**src/rtl/splitting_pkg.sv**
```systemverilog
// Shared definitions for the 4KB splitter read-data path:
// merge state encoding, default widths and AXI RRESP codes.
package splitting_pkg;

    localparam int DEF_DATA_WIDTH = 32;
    localparam int DEF_ID_WIDTH   = 5;
    localparam int DEF_RESP_WIDTH = 2;
    localparam int DEF_FIFO_DEPTH = 4;

    localparam logic [1:0] RRESP_OKAY   = 2'b00;
    localparam logic [1:0] RRESP_EXOKAY = 2'b01;
    localparam logic [1:0] RRESP_SLVERR = 2'b10;
    localparam logic [1:0] RRESP_DECERR = 2'b11;

    // PART_FIRST  | waiting for the RLAST of the first (or only) sub-burst
    // PART_SECOND | first half of a split burst done, waiting for the final RLAST
    typedef enum logic {
        PART_FIRST  = 1'b0,
        PART_SECOND = 1'b1
    } merge_state_e;

endpackage

```
**src/rtl/split_flag_fifo.sv**
```systemverilog
// Small synchronous FIFO holding one crossing flag per outstanding AR.
// A push while full is dropped even if a pop happens in the same cycle.
module split_flag_fifo #(
    parameter  int WIDTH = 1,
    parameter  int DEPTH = 4,
    localparam int PTR_W = (DEPTH > 1) ? $clog2(DEPTH) : 1,
    localparam int CNT_W = PTR_W + 1
) (
    input  logic             clk,
    input  logic             rst,
    input  logic             push_i,
    input  logic [WIDTH-1:0] wdata_i,
    input  logic             pop_i,
    output logic [WIDTH-1:0] head_o,
    output logic [CNT_W-1:0] count_o,
    output logic             full_o,
    output logic             empty_o
);

    logic [WIDTH-1:0] mem_q [DEPTH];
    logic [WIDTH-1:0] mem_d [DEPTH];
    logic [PTR_W-1:0] wr_ptr_q, wr_ptr_d;
    logic [PTR_W-1:0] rd_ptr_q, rd_ptr_d;
    logic [CNT_W-1:0] count_q, count_d;
    logic             do_push;
    logic             do_pop;

    assign count_o = count_q;
    assign full_o  = (count_q == CNT_W'(DEPTH));
    assign empty_o = (count_q == '0);
    assign head_o  = mem_q[rd_ptr_q];

    // Next-state for storage, pointers and occupancy; pointers wrap naturally (power-of-2 depth).
    always_comb begin
        do_push  = push_i & ~full_o;
        do_pop   = pop_i & ~empty_o;
        mem_d    = mem_q;
        wr_ptr_d = wr_ptr_q;
        rd_ptr_d = rd_ptr_q;
        if (do_push) begin
            mem_d[wr_ptr_q] = wdata_i;
            wr_ptr_d        = wr_ptr_q + PTR_W'(1);
        end
        if (do_pop) begin
            rd_ptr_d = rd_ptr_q + PTR_W'(1);
        end
        count_d = count_q + CNT_W'(do_push) - CNT_W'(do_pop);
    end

    // Register FIFO state with synchronous reset.
    always_ff @(posedge clk) begin
        if (rst) begin
            for (int i = 0; i < DEPTH; i++) begin
                mem_q[i] <= '0;
            end
            wr_ptr_q <= '0;
            rd_ptr_q <= '0;
            count_q  <= '0;
        end else begin
            mem_q    <= mem_d;
            wr_ptr_q <= wr_ptr_d;
            rd_ptr_q <= rd_ptr_d;
            count_q  <= count_d;
        end
    end

endmodule

```
**src/rtl/splitting_4kb_rdata_merger.sv**
```systemverilog
// Re-joins the two downstream R sub-bursts of a 4KB-crossing read into one
// upstream burst. The RLAST closing the first half is suppressed; the queue
// entry for an AR retires only on the RLAST that completes the merge.
module splitting_4kb_rdata_merger
    import splitting_pkg::*;
#(
    parameter int DATA_WIDTH = DEF_DATA_WIDTH,
    parameter int ID_WIDTH   = DEF_ID_WIDTH,
    parameter int RESP_WIDTH = DEF_RESP_WIDTH,
    parameter int FIFO_DEPTH = DEF_FIFO_DEPTH
) (
    input  logic                  ACLK_i,
    input  logic                  ARESET_i,
    input  logic                  ar_push_i,
    input  logic                  crossing_flag_i,
    output logic                  ar_full_o,
    input  logic [ID_WIDTH-1:0]   s_RID_i,
    input  logic [DATA_WIDTH-1:0] s_RDATA_i,
    input  logic [RESP_WIDTH-1:0] s_RRESP_i,
    input  logic                  s_RLAST_i,
    input  logic                  s_RVALID_i,
    output logic                  s_RREADY_o,
    output logic [ID_WIDTH-1:0]   m_RID_o,
    output logic [DATA_WIDTH-1:0] m_RDATA_o,
    output logic [RESP_WIDTH-1:0] m_RRESP_o,
    output logic                  m_RLAST_o,
    output logic                  m_RVALID_o,
    input  logic                  m_RREADY_i
);

    localparam int PTR_W = (FIFO_DEPTH > 1) ? $clog2(FIFO_DEPTH) : 1;
    localparam int CNT_W = PTR_W + 1;

    logic [0:0]       flag_head;
    logic [CNT_W-1:0] flag_count;
    logic             flag_full;
    logic             flag_empty;
    logic             flag_push;
    logic             flag_pop;
    logic             beat_acc;

    merge_state_e          state_q, state_d;
    logic [ID_WIDTH-1:0]   m_rid_q, m_rid_d;
    logic [DATA_WIDTH-1:0] m_rdata_q, m_rdata_d;
    logic [RESP_WIDTH-1:0] m_rresp_q, m_rresp_d;
    logic                  m_rlast_q, m_rlast_d;
    logic                  m_rvalid_q, m_rvalid_d;

    assign flag_push = ar_push_i & ~flag_full;

    split_flag_fifo #(
        .WIDTH (1),
        .DEPTH (FIFO_DEPTH)
    ) u_flag_fifo (
        .clk     (ACLK_i),
        .rst     (ARESET_i),
        .push_i  (flag_push),
        .wdata_i (crossing_flag_i),
        .pop_i   (flag_pop),
        .head_o  (flag_head),
        .count_o (flag_count),
        .full_o  (flag_full),
        .empty_o (flag_empty)
    );

    assign ar_full_o  = (flag_count == CNT_W'(FIFO_DEPTH));
    assign m_RID_o    = m_rid_q;
    assign m_RDATA_o  = m_rdata_q;
    assign m_RRESP_o  = m_rresp_q;
    assign m_RLAST_o  = m_rlast_q;
    assign m_RVALID_o = m_rvalid_q;

    // Accept a beat when a flag is queued and the output slot is free or draining;
    // decide RLAST suppression and queue retirement from the head flag and merge state.
    always_comb begin
        s_RREADY_o = ~flag_empty & (~m_rvalid_q | m_RREADY_i);
        beat_acc   = s_RVALID_i & s_RREADY_o;
        state_d    = state_q;
        m_rid_d    = m_rid_q;
        m_rdata_d  = m_rdata_q;
        m_rresp_d  = m_rresp_q;
        m_rlast_d  = m_rlast_q;
        m_rvalid_d = m_rvalid_q;
        flag_pop   = 1'b0;
        if (beat_acc) begin
            m_rid_d    = s_RID_i;
            m_rdata_d  = s_RDATA_i;
            m_rresp_d  = s_RRESP_i;
            m_rvalid_d = 1'b1;
            m_rlast_d  = 1'b0;
            if (s_RLAST_i) begin
                if ((state_q == PART_FIRST) && flag_head[0]) begin
                    state_d = PART_SECOND;
                end else begin
                    m_rlast_d = 1'b1;
                    flag_pop  = 1'b1;
                    state_d   = PART_FIRST;
                end
            end
        end else if (m_rvalid_q & m_RREADY_i) begin
            m_rvalid_d = 1'b0;
        end
    end

    // Merge state and registered output stage.
    always_ff @(posedge ACLK_i) begin
        if (ARESET_i) begin
            state_q    <= PART_FIRST;
            m_rid_q    <= '0;
            m_rdata_q  <= '0;
            m_rresp_q  <= RRESP_OKAY;
            m_rlast_q  <= 1'b0;
            m_rvalid_q <= 1'b0;
        end else begin
            state_q    <= state_d;
            m_rid_q    <= m_rid_d;
            m_rdata_q  <= m_rdata_d;
            m_rresp_q  <= m_rresp_d;
            m_rlast_q  <= m_rlast_d;
            m_rvalid_q <= m_rvalid_d;
        end
    end

endmodule

```
**config.mk**
```make
export PLATFORM = sky130hd
export DESIGN_NAME = splitting_4kb_rdata_merger
export DESIGN_NICKNAME = d
export VERILOG_FILES = /design/src/rtl/splitting_pkg.sv /design/src/rtl/split_flag_fifo.sv /design/src/rtl/splitting_4kb_rdata_merger.sv
export SDC_FILE = /design/constraint.sdc
export NUM_CORES = 1
export LEC_CHECK = 0
export CAP_MARGIN = 0
export CORE_UTILIZATION = 38
export DETAILED_ROUTE_END_ITERATION = 12
export PLACE_DENSITY = 0.76
export SLEW_MARGIN = 20
export SYNTH_ARGS = -nofsm -noshare
export SYNTH_HDL_FRONTEND = slang
export SYNTH_SLANG_ARGS = --single-unit
```
**constraint.sdc**
```tcl
create_clock -name ACLK_i -period 2.3 [get_ports ACLK_i]
set_input_delay 0.46 -clock ACLK_i [delete_from_list [all_inputs] [get_ports ACLK_i]]
set_output_delay 0.46 -clock ACLK_i [all_outputs]
set_load 0.1 [all_outputs]
```
==> results of run 1 <==
==> area by class of cell <==
class                           count  share of cell area, %
Clock inverter                      2                  0.432
Timing Repair Buffer              111                   30.6
Sequential cell                    53                   33.6
Inverter                           11                   1.30
Multi-Input combinational cell    172                   29.0
Tap cell                           70                   2.75
Clock buffer                        6                   2.28
==> synthesized netlist by cell type (3+ instances only) <==
| cell | number | area (um^2) |
|---|---|---|
| nand2_1 | 82 | 308 |
| nor2b_1 | 3 | 18.8 |
| buf_2 | 5 | 25.0 |
| xnor2_1 | 3 | 26.3 |
| ha_1 | 6 | 75.1 |
| inv_1 | 11 | 41.3 |
| nand3_1 | 7 | 35.0 |
| clkbuf_1 | 9 | 33.8 |
| dfxtp_1 | 53 | 1060 |
| a21oi_1 | 43 | 215 |
| nor2_1 | 8 | 30.0 |
| mux2i_1 | 5 | 50.1 |
==> where the power goes <==
part	internal, W	total (W)	switching, W
combinational	0.000670	0.00243	0.00176
clock	0.000216	0.000505	0.000289
sequential	0.00112	0.00123	0.000108
total	0.00200	0.00416	0.00215
==> logic make-up (layout without fill, tap and decap cells) <==
logic type / Yosys count / count (layout)
adders and majority gates: 7 / 7
muxes: 7 / 7
and+or+nand+nor: 111 / 111
DFF: 53 / 53
xor gates and xnor gates: 3 / 3
AOI/OAI and AO/OA: 44 / 44
buffers and inverters: 26 / 130
==> worst register-to-register path, cell delays in order, from the launching register on <==
cell and delay [ns]:
dfxtp_1 0.32, or3_4 0.39, and4_4 0.16, nand3b_1 0.11
inv_1 0.05, ha_1 0.27, inv_1 0.04, ha_2 0.16
fa_2 0.35, xnor2_2 0.14, xnor2_1 0.14, nor2_1 0.06
==> per-stage QoR <==
| stage | hold WS [ns] | utilization (%) | cell area (um^2) | power (W) | setup TNS, ns |
|---|---|---|---|---|---|
| after global placement | 0.443 | 58.3 | 3020 | 0.00361 | -0.627 |
| after detailed placement | 0.447 | 58.3 | 3020 | 0.00365 | -0.735 |
| final | 0.458 | 61.6 | 3190 | 0.00416 | -0.0145 |
| after floorplan | 0.458 | - | 2100 | 0.00305 | -0.0912 |
| after CTS | 0.460 | 61.3 | 3170 | 0.00419 | -0.0285 |
| after global routing | 0.483 | 61.6 | 3190 | 0.00437 | -0.140 |
==> registers in the layout, summed over array words and instances, names as in the netlist <==
signal,count
m_RLAST_o,1
m_RDATA_o,32
m_RRESP_o,2
u_flag_fifo.rd_ptr_q,2
m_RID_o,5
u_flag_fifo.count_o,3
u_flag_fifo.mem_q,4
u_flag_fifo.wr_ptr_q,2
m_RVALID_o,1
state_q,1
==> worst max path at each step <==
stage               depth (start not counted)  slack (ns)                endpoint                   start
finish                                     14       -0.01               m_RLAST_o               s_RLAST_i
global route                               11       -0.09  u_flag_fifo.count_o[2]  u_flag_fifo.count_o[0]
floorplan                                  11       -0.09  u_flag_fifo.count_o[2]              m_RVALID_o
detailed placement                         12       -0.44  u_flag_fifo.count_o[2]              m_RREADY_i
global placement                           12       -0.38  u_flag_fifo.count_o[2]              m_RREADY_i
CTS                                        11       -0.03  u_flag_fifo.count_o[2]  u_flag_fifo.count_o[0]
==> per-layer routing <==
layer	global-route usage, %	wire length (um)
met3	5.06	355
met1	18.9	2030
met4	3.46	17
met2	31.3	2360
met5	0	0
==> cells in the final DEF (no fill, tap or decap), types with 3 or more instances in the layout <==
master            n
nand2_1          82
buf_4            63
dfxtp_1          50
a21oi_1          43
clkdlybuf4s50_1  42
inv_1            11
nor2_1            8
nand3_1           6
mux2i_1           5
ha_1              5
clkbuf_8          5
nor2b_1           3
buf_12            3
==> repair_timing <==
item                                    in CTS  in global routing
pin swaps                                    7                  1
endpoints found under the setup margin       1                  2
setup buffers                                9                  1
gates resized for setup                      4                  2
endpoints found under the hold margin        0                  0
==> results.md, run 1 <==
- Ratio of cells with drive above 1 in the final layout: 25.4%
- Finished Layout Cells: 425
- DRC errors left: 0
- Hpwl dp: 3440 um
- FMAX: 432 MHz
- Worst Hold Path EP: m_RDATA_o[16]
- YS warnings: 0
- Multi-input logic area: 925 um^2
- Critical path type: in -> reg
- Post-synth top flop: dfxtp_1
- Mux cell area share after synthesis: 3.67%
- Core Rows: 26
- Slew Limit Fails: 0
- Final wirelength: 4760 um
- Synth Instances: 251
- Largest family of logic cells by synthesized area: simple AND/OR/NAND/NOR gates
- Startpoint types: primary input
- Reg2reg setup slack: 0 ns
- Hold path startpoint: m_RDATA_o[16]
- CP Data Required Time: 2.53 ns
- Count of final hold-check violations: 0
- Hold Crit Depth: 2
- RePlAce Congestion: 0.694
- Clock buffer depth: 2
- Worst reg2reg endpoint: u_flag_fifo.count_o[2]
- Register bit total from synthesis: 53
- Final worst path period need: 2.31 ns
- Critical Path, Cell by Cell: clkdlybuf4s50_1 -> and4_4 -> nand3b_1 -> buf_4 -> buf_4 -> buf_4 -> buf_4 -> buf_4 -> buf_4 -> buf_4 -> buf_4 -> buf_4 -> buf_4 -> a21oi_1
- TritonCTS clock tree: built
- Nets@finish: 407
- Max stage delay on crit path: 0.46 ns
- Crit Path Max Fanout: 2
- Antenna Cells: 0
- Worst skew pair latency: 0.29 ns
- Simple-gate area share of the yosys netlist: 23.3%
- Die Wd: 75.9 um
- Final period util: 101%
- CORE AREA: 5170 um^2
- Synth Cell Area: 2080 um^2
- Compound-Gate Fraction of Synth Area: 10.8%
- Clock root cell: clkbuf_8
- Worst path bufs/invs: 11
- Xor and xnor area share after synthesis: 1.27%
- Clk sink count: 53
- Violated checks: setup timing
- Peak supply drop: 0.822 mV
- Cts hold-fix bufs: 0
- IO Count: 89
- Unique masters post-synth: 28
- GRT Total Usage: 16.8%
- Slew Limit Headroom: 53.8%
- Syn nets: 304
- Fin Clk Skew: 0.00550 ns
- Leak pwr: 1.36 nW
- Setup ws final: -0.0144 ns
- First-pass GRT wire length: 8020 um
- Post-synth EDFFs: 0
- Register Area: 1070 um^2
- Sequential-to-total area share from yosys stat: 51.1%
- Vias per Instance: 4.70
- # fillers: 459
- Final setup violation count: 2
- Slew @ Worst Pin: 0.693 ns
- H-tree depth: 2
- Drt wl/cell: 11.2 um
- Maxcap violations: 0
- DRT Pass-1 Iters: 4
- CP arrival: 2.55 ns
- Number of global-route vias before repair: 1901
- Vias: 1996
- IO buf count: 88
- Reg2Reg Depth: 11
- Area growth from synthesis to layout: 53.4%
- DRT antenna net count: 0
- Die Area: 5770 um^2
- Outcome: complete, but fails checks
- Pin count of the biggest net entering global routing: 40
- Initial antenna violation count: 0
- Synth Area per Inst: 8.27 um^2
- Async SR Flop Fraction: 0%
- Die span in y: 75.9 um
- Iteration-0 DRC count of the detailed router: 76
- Hold WC Path Type: reg -> reg
- Crit. End Element: flop
- CP top delay family: buffers and inverters
- Unrepaired setup endpoints after global routing: true
- Pwr Density: 1300 nW/um^2
- Clock transition at path regs: 0.09 ns
- Crit-path slowest cell: clkdlybuf4s50_1
- Dpl ws: -0.438 ns
- Total gr overflow: 0
- Initial core utilization: 40.2%
- Reg-to-reg startpoint: u_flag_fifo.count_o[0]
- Crit path top cell by count: buf_4
- Adder-cell area share of the yosys netlist: 4.58%
- Num CTS Buffers: 5
- # placed instances: 407
Power figures use the tool's default switching activity.
==> inputs of run 2 (changes only) <==
PLACE_DENSITY = 0.85   (was 0.76)
==> run 2 against run 1 <==
  * The run still ends with setup timing left
  * Sequential share of layout area grew 0.50 points
  * Cell area shrank 1.7%
  * Largest cell class unchanged
  * Global-route usage shrank 0.34 points
  * Critical path type is now reg -> reg
  * Via count shrank 2.7%
  * Worst setup slack lost 0.043 ns
  * Die area is the same
==> results.md, run 2 (same netlist as run 1, synthesis figures left out) <==
- Final core occ: 60.5% (was 61.6%)
- Final wirelength: 4740 um (was 4760 um)
- Final worst path period need: 2.36 ns (was 2.31 ns)
- Hold WC Path Type: reg -> reg (unchanged)
- Initial core utilization: 40.2% (unchanged)
- First-pass GRT wire length: 7820 um (was 8020 um)
- Total negative slack: -0.0571 ns (was -0.0145 ns)
- # fillers: 463 (was 459)
- Worst skew pair latency: 0.30 ns (was 0.29 ns)
- Clock root cell: clkbuf_8 (unchanged)
- CP arrival: 2.53 ns (was 2.55 ns)
- Num CTS Buffers: 5 (unchanged)
- Slew @ Worst Pin: 0.667 ns (was 0.693 ns)
- DRC errors left: 0 (unchanged)
- Setup ws final: -0.0571 ns (was -0.0144 ns)
- IO Count: 89 (unchanged)
- RePlAce Congestion: 0.754 (was 0.694)
- Final period util: 102% (was 101%)
- Register Area: 1070 um^2 (about the same)
- Drt wl/cell: 11.4 um (was 11.2 um)
- FMAX: 424 MHz (was 432 MHz)
- CORE AREA: 5170 um^2 (unchanged)
- Slew Limit Fails: 0 (unchanged)
- Area growth from synthesis to layout: 50.8% (was 53.4%)
- Count of final hold-check violations: 0 (unchanged)
- Largest register FFs: 32 (unchanged)
- Die Wd: 75.9 um (unchanged)
- Violated checks: setup timing (unchanged)
- Startpoint types: flop (was primary input)
- Die Area: 5770 um^2 (unchanged)
- Core Rows: 26 (unchanged)
- Outcome: complete, but fails checks (unchanged)
- Maxcap violations: 0 (unchanged)
- Dpl ws: -0.501 ns (was -0.438 ns)
- Iteration-0 DRC count of the detailed router: 57 (was 76)
- Commonest non-fill, non-tap cell in the layout: nand2_1 (unchanged)
- Final setup violation count: 1 (was 2)
- Crit. End Element: flop (unchanged)
- DRT antenna net count: 0 (unchanged)
- Unrepaired setup endpoints after global routing: true (unchanged)
- Hpwl dp: 3450 um (was 3440 um)
- Fin Clk Skew: 0.00708 ns (was 0.00550 ns)
- Pin count of the biggest net entering global routing: 40 (unchanged)
- Total gr overflow: 0 (unchanged)
- Most frequent cells in the layout: nand2_1 (82), buf_4 (56), dfxtp_1 (50) (was nand2_1 (82), buf_4 (63), dfxtp_1 (50))
- Clk sink count: 53 (unchanged)
- TritonCTS clock tree: built (unchanged)
- Cts hold-fix bufs: 0 (unchanged)
- Initial antenna violation count: 0 (unchanged)
- Slew Limit Headroom: 55.6% (was 53.8%)
- Peak supply drop: 0.687 mV (was 0.822 mV)
- Power, Total: 0.00414 W (was 0.00416 W)
- Multi-input logic area: 947 um^2 (was 925 um^2)
- Crit Path Max Fanout: 2 (unchanged)
- Vias: 1942 (was 1996)
- Pwr Density: 1320 nW/um^2 (was 1300 nW/um^2)
- Ratio of cells with drive above 1 in the final layout: 24.2% (was 25.4%)
- Die span in y: 75.9 um (unchanged)
- Clock buffer depth: 2 (unchanged)
- Nets@finish: 399 (was 407)
- IO buf count: 88 (unchanged)
- Vias per Instance: 4.66 (was 4.70)
- CP Data Required Time: 2.48 ns (was 2.53 ns)
- Clock transition at path regs: 0.09 ns (about the same)
- Number of global-route vias before repair: 1826 (was 1901)
- Critical path type: reg -> reg (was in -> reg)
- DRT Pass-1 Iters: 4 (unchanged)
- H-tree depth: 2 (unchanged)
- Antenna Cells: 0 (unchanged)
- Leak pwr: 1.32 nW (was 1.36 nW)
- GRT Total Usage: 16.5% (was 16.8%)
## run 2: changes by cell type in the layout (fill, tap and decap cells not counted), moves of 2 or more
cell	change
ha_4	+2
inv_1	-2
inv_2	+2
buf_4	-7
## run 2: layout make-up
type                            count  share of cell area [%]
Clock buffer                        7                    2.44
Tap cell                           70                    2.80
Timing Repair Buffer              103                    28.9
Multi-Input combinational cell    172                    30.2
Clock inverter                      1                   0.240
Sequential cell                    53                    34.1
Inverter                           11                    1.32
## run 2: routing by layer
metal / GRT usage (%) / part of all wire [%] / vias to the layer above
met4: 4.62 / 0.91 / 0
met5: 0 / 0 / -
met1: 19.3 / 45 / 875
met3: 4.94 / 5.7 / 6
li1: - / - / 1002
met2: 29.2 / 49 / 59
## run 2: critical path, cell delays in order (launching register included)
cell and delay (ns):
dfxtp_2 0.33, or3_4 0.38, and4_4 0.16, nand3b_1 0.12
inv_2 0.06, ha_4 0.26, inv_2 0.04, ha_4 0.15
fa_2 0.37, xnor2_2 0.14, xnor2_1 0.17, nor2_1 0.07
## run 2: final timing paths
kind	from	endpoint	slack (ns)	cells past startpoint
min reg2reg	m_RDATA_o[18]	m_RDATA_o[18]	0.46	2
min	m_RDATA_o[18]	m_RDATA_o[18]	0.46	2
max	u_flag_fifo.count_o[2]	u_flag_fifo.count_o[2]	-0.06	11
max reg2reg	u_flag_fifo.count_o[2]	u_flag_fifo.count_o[2]	-0.06	11
## run 2: through the flow
step                area [um^2]  std cells  hold slack (ns)
floorplan                  2100        251            0.458
finish                     3130        417            0.457
global placement           3010        408            0.443
CTS                        3100        416            0.460
detailed placement         3010        408            0.447
global route               3130        417            0.483
## run 2: repair_timing
item                       in CTS  in global routing
pin swaps                       6                  5
setup buffers                   0                  1
setup endpoints to repair       2                  2
resized for setup               2                  6
## run 2: power by group
group / total, W / leakage [nW] / internal (W) / switching, W
logic: 0.00241 / 0.847 / 0.000651 / 0.00176
clock network: 0.000496 / 0.0385 / 0.000216 / 0.000280
registers: 0.00123 / 0.434 / 0.00112 / 0.000109
==> patch 1: new RTL, config.mk and constraints of run 1 <==
Change the package constant `DEF_DATA_WIDTH` from 32 to 28.
--- a/src/rtl/splitting_pkg.sv
+++ b/src/rtl/splitting_pkg.sv
@@ -3,5 +3,5 @@
 package splitting_pkg;
 
-    localparam int DEF_DATA_WIDTH = 32;
+    localparam int DEF_DATA_WIDTH = 28;
     localparam int DEF_ID_WIDTH   = 5;
     localparam int DEF_RESP_WIDTH = 2;
Ports: changed (resized m_RDATA_o and s_RDATA_i); port bits go from 89 to 81. The function was not compared with the original's and may differ.
==> patch 1 against run 1 <==
  * Sequential share of layout area increased by 0.31 points
  * Sequential cell count decreased by 4
  * Maximum frequency increased by 2.9%
  * Via count decreased by 10%
  * Power decreased by 8.0%
  * Routed wire length decreased by 8.8%
  * Clock skew about the same
  * Final area decreased by 8.7%
  * Worst setup slack improved by 0.066 ns
  * Synthesized area decreased by 5.9%
  * Global-route usage decreased by 0.45 points
  * Final cell count decreased by 8.7%
  * Clock power decreased by 2%
  * Critical path type is now flip-flop to flip-flop
  * Largest cell class unchanged
==> patch 1: results (changes against run 1) <==
* Status: finished, final reports clean
* Met1 Use GR at 18.4% (-0.52 points)
* Yosys cell types at 30 (+7.1%)
* Area of the multi-input gates at 880 µm² (-4.9%)
* Worst hold path stage count at 2 (unchanged)
* Vias in the first global route at 1686 (-11%)
* GPL Wtd Cong at 0.739 (+6.5%)
* Multi-Input Combinational at 160 (-7.0%)
* Met3 usage at 5.76% (+0.70 points)
* Met2 Track Usage GR at 29.3% (-2.0 points)
* Worst IR drop on VDD at 662 µV (-19%)
* Met1 Routed Length at 1920 µm (-5.2%)
* Mux share of post-synthesis cell area at 3.91% (+0.23 points)
* Top delay family on crit path: adder cells
* Sequential cell area share at 33.9% (+0.31 points)
* Largest register FFs at 28 (-13%)
* Overall Global Routing Usage at 16.4% (-0.45 points)
* Max Clock Skew at 0.00552 ns (+0.0000111 ns)
* Largest cells by area after synthesis: dfxtp_1 50%, nand2_1 14%, a21oi_1 10%, ha_1 3.8%, mux2i_1 2.6%
* Sequential area share after synthesis at 50.2% (-0.89 points)
* Met2 WL at 2110 µm (-11%)
* Share of layout cells above drive strength 1 at 23.7% (-1.7 points)
* Most frequent cells after synthesis: 74 x nand2_1, 49 x dfxtp_1, 39 x a21oi_1
* Fill cells at 441 (-3.9%)
* Max transition margin at 57.7% (+3.9 points)
* Adder-Cell Fraction of Synth Area at 4.87% (+0.29 points)
* Nets at 369 (-9.3%)
* Number of DRC markers after the initial detailed-route iteration at 55 (-28%)
* XOR/XNOR Fraction of Synth Area at 1.34% (+0.079 points)
* Clk cell area share at 2.97% (+0.26 points)
* Non-CTS buffers at 93 (-16%)
* Initial antenna violation count at 0 (unchanged)
* Signal buf overhead at 28.6% (-2.0 points)
* Place WS at -0.454 ns (-0.0153 ns)
* Switching Power at 0.00198 W (-8.2%)
* Placed cells at 379 (-6.9%)
* First-pass GRT wire length at 6960 µm (-13%)
* DR vias at 1791 (-10%)
* Clk. pwr at 0.000496 W (-2%)
* I/O Buffers at 80 (-9.1%)
* Arr. time, crit path at 2.42 ns (-0.13 ns)
* Sequential power at 0.00113 W (-8%)
* Compound-Gate Fraction of Synth Area at 10.4% (-0.35 points)
* Synth Instances at 233 (-7.2%)
* DP HPWL at 3090 µm (-10%)
* Switching Share at 51.7% (-0.13 points)
* Clock buffers at 6 (unchanged)
* Num CTS Buffers at 5 (unchanged)
* Routed vias/inst at 4.62 (-1.7%)
* Net Count, Synth at 282 (-7.2%)
* WL met3 at 290 µm (-18%)
* R2R setup slack at 0.05 ns (+0.05 ns)
-- patch 1: per-stage QoR --
step	hold slack, ns	util, %	cell area (µm²)
2_1_floorplan	0.458	-	1970
3_3_place_gp	0.443	58.0	2810
3_5_place_dp	0.447	58.0	2810
4_1_cts	0.460	59.9	2900
5_1_grt	0.479	60.0	2910
6_report	0.457	60.0	2910
-- patch 1: final timing paths --
check / from / endpoint
worst max register to register: u_flag_fifo.count_o[2]$_SDFF_PP0_ / u_flag_fifo.count_o[2]$_SDFF_PP0_
worst min register to register: m_RID_o[4]$_SDFFE_PP0N_ / m_RID_o[4]$_SDFFE_PP0N_
worst min-delay path: m_RID_o[4]$_SDFFE_PP0N_ / m_RID_o[4]$_SDFFE_PP0N_
worst max-delay path: u_flag_fifo.count_o[2]$_SDFF_PP0_ / u_flag_fifo.count_o[2]$_SDFF_PP0_
-- patch 1: timing repair --
item,CTS,global route
endpoints found under the setup margin,2,1
hold endpoints to repair,0,0
pin swaps,4,1
resized for setup,2,1
cloned,0,0
setup buffers,1,0
==> patch 2: new RTL, config.mk and constraints of run 1 <==
Made on the original files. `m_rdata_q` no longer has a reset.
--- a/src/rtl/splitting_4kb_rdata_merger.sv
+++ b/src/rtl/splitting_4kb_rdata_merger.sv
@@ -108,5 +108,4 @@
             state_q    <= PART_FIRST;
             m_rid_q    <= '0;
-            m_rdata_q  <= '0;
             m_rresp_q  <= RRESP_OKAY;
             m_rlast_q  <= 1'b0;
@@ -115,5 +114,4 @@
             state_q    <= state_d;
             m_rid_q    <= m_rid_d;
-            m_rdata_q  <= m_rdata_d;
             m_rresp_q  <= m_rresp_d;
             m_rlast_q  <= m_rlast_d;
@@ -122,4 +120,8 @@
     end
 
+    always_ff @(posedge ACLK_i) begin
+        m_rdata_q <= m_rdata_d;
+    end
+
 endmodule
 
Check against the original RTL: differs if ARESET_i is asserted again (counterexample within 4 cycles, from zero or initial values and one cycle with ARESET_i high); with ARESET_i held inactive, the same outputs for 10 cycles.
==> patch 2 against run 1 <==
  * Sequential share of layout area rose by 11 points
  * Power rose by 3.1%
  * Critical path depth shrank 4
  * Synthesized area down 4.1%
  * Clock skew decreased by 0.0022 ns
  * Sequential power rose by 13%
  * Routed wire length is 17% lower
  * Worst setup slack better by 0.18 ns
  * Largest cell class unchanged
  * Final area shrank 3.3%
  * Sequential cell count stayed put
  * Count of clock-buffer cells in the layout unchanged
  * Final cell count down 27%
  * Clock power fell by 2%
==> patch 2: results (changes against run 1) <==
* Post-synth EDFFs at 32 (+32)
* Placed cells at 300 (-26%)
* WL final at 3950 µm (-17%)
* Largest net degree at the start of global routing at 33 (-18%)
* XOR/XNOR Fraction of Synth Area at 1.32% (+0.054 points)
* Met1 Use GR at 15.6% (-3.3 points)
* TritonRoute pass-1 iters at 3 (-1)
* Worst IR drop on VDD at 1120 µV (+36%)
* Met2 Track Usage GR at 26.2% (-5.0 points)
* Vias in the first global route at 1337 (-30%)
* Fmax at 468 MHz (+8.3%)
* Max Clock Skew at 0.00327 ns (-0.00223 ns)
* DR vias at 1394 (-30%)
* Highest metal used: met4
* Worst slew pin tran at 0.239 ns (-0.454 ns)
* Worst-Skew Late Latency at 0.29 ns (about the same)
* Wire length per cell at 12.8 µm (+14%)
* Final antenna diode count at 0 (unchanged)
* First-pass GRT wire length at 5990 µm (-25%)
* Most frequent cells after synthesis: 32 x edfxtp_1, 21 x dfxtp_1, 17 x nor2_1
* Overall Global Routing Usage at 14.4% (-2.4 points)
* Number of DRC markers after the initial detailed-route iteration at 36 (-53%)
* CP max FO at 3 (+1)
* Top delay family on crit path: adder cells
* CP max stage delay at 0.36 ns (-0.10 ns)
* Share of layout cells above drive strength 1 at 31.0% (+5.6 points)
* Htree depth at 2 (unchanged)
* GPL Wtd Cong at 0.733 (+5.6%)
* Mux share of post-synthesis cell area at 8.67% (+5.0 points)
* Sequential area share after synthesis at 69.3% (+18 points)
* DP HPWL at 3090 µm (-10%)
* Slowest CP cell: dfxtp_1
* Fill cells at 404 (-12%)
* Place WS at -0.401 ns (+0.0371 ns)
* Leakage at 1.29 nW (-5.3%)
* Adder-Cell Fraction of Synth Area at 4.77% (+0.20 points)
* R2R setup slack at 0.16 ns (+0.16 ns)
* Net Count, Synth at 192 (-37%)
* Num CTS Buffers at 5 (unchanged)
* Arr. time, crit path at 2.33 ns (-0.22 ns)
* WL met3 at 474 µm (+34%)
* Met3 usage at 5.56% (+0.50 points)
* Yosys cell types at 30 (+7.1%)
* Synth Instances at 139 (-45%)
* Nets at 294 (-28%)
* Status: finished, final reports clean
* Met2 WL at 1900 µm (-20%)
* Placed cell area at 2950 µm² (-2.3%)
* Min Hold Slack at 0.506 ns (+0.0478 ns)
* Met1 Routed Length at 1570 µm (-23%)
* Largest cells by area after synthesis: edfxtp_1 48%, dfxtp_1 21%, mux2i_1 7.5%, ha_1 3.8%, nor2_1 3.2%
* Compound-Gate Fraction of Synth Area at 1.63% (-9.1 points)
## patch 2: cell types whose count changed in the layout (fill, tap and decap cells not counted), sizes merged, moves of 3 or more
cell / delta
nand2: -79
a21oi: -41
dfxtp: -32
edfxtp: +32
buf: -13
mux2i: +10
nor2: +9
inv: -3
## patch 2: what timing repair did
item                       4_1_cts  5_1_grt
buffers inserted                 0        1
cloned                           0        0
pin swaps                        3        5
gates resized for setup          4        6
setup endpoints to repair        1        2
## patch 2: layout make-up
cell class,instances,area (µm²),area share [%]
clock buffer,6,72.6,2.36
tap,67,83.8,2.72
multi-input combinational,73,592,19.2
clock inverter,2,15.0,0.488
timing repair buffer,99,897,29.1
sequential,53,1390,45.0
inverter,9,33.8,1.10
## patch 2: tightest hold or removal path: stages (launching register included)
cell	delay, ns
dfxtp_1	0.34
mux2i_1	0.07
nor2_1	0.07
## patch 2: final timing paths
path | to | depth (start not counted) | startpoint
max | u_flag_fifo.count_o[2]$_SDFF_PP0_ | 10 | u_flag_fifo.count_o[2]$_SDFF_PP0_
min | m_RID_o[3]$_SDFFE_PP0N_ | 2 | m_RID_o[3]$_SDFFE_PP0N_
min reg2reg | m_RID_o[3]$_SDFFE_PP0N_ | 2 | m_RID_o[3]$_SDFFE_PP0N_
max reg2reg | u_flag_fifo.count_o[2]$_SDFF_PP0_ | 10 | u_flag_fifo.count_o[2]$_SDFF_PP0_
## patch 2: power breakdown
part	internal (W)	switching, W	leakage [nW]	total [W]
sequential	0.00128	0.000110	0.471	0.00139
clock	0.000215	0.000280	0.0374	0.000495
combinational	0.000639	0.00176	0.783	0.00240
total	0.00213	0.00215	1.29	0.00428
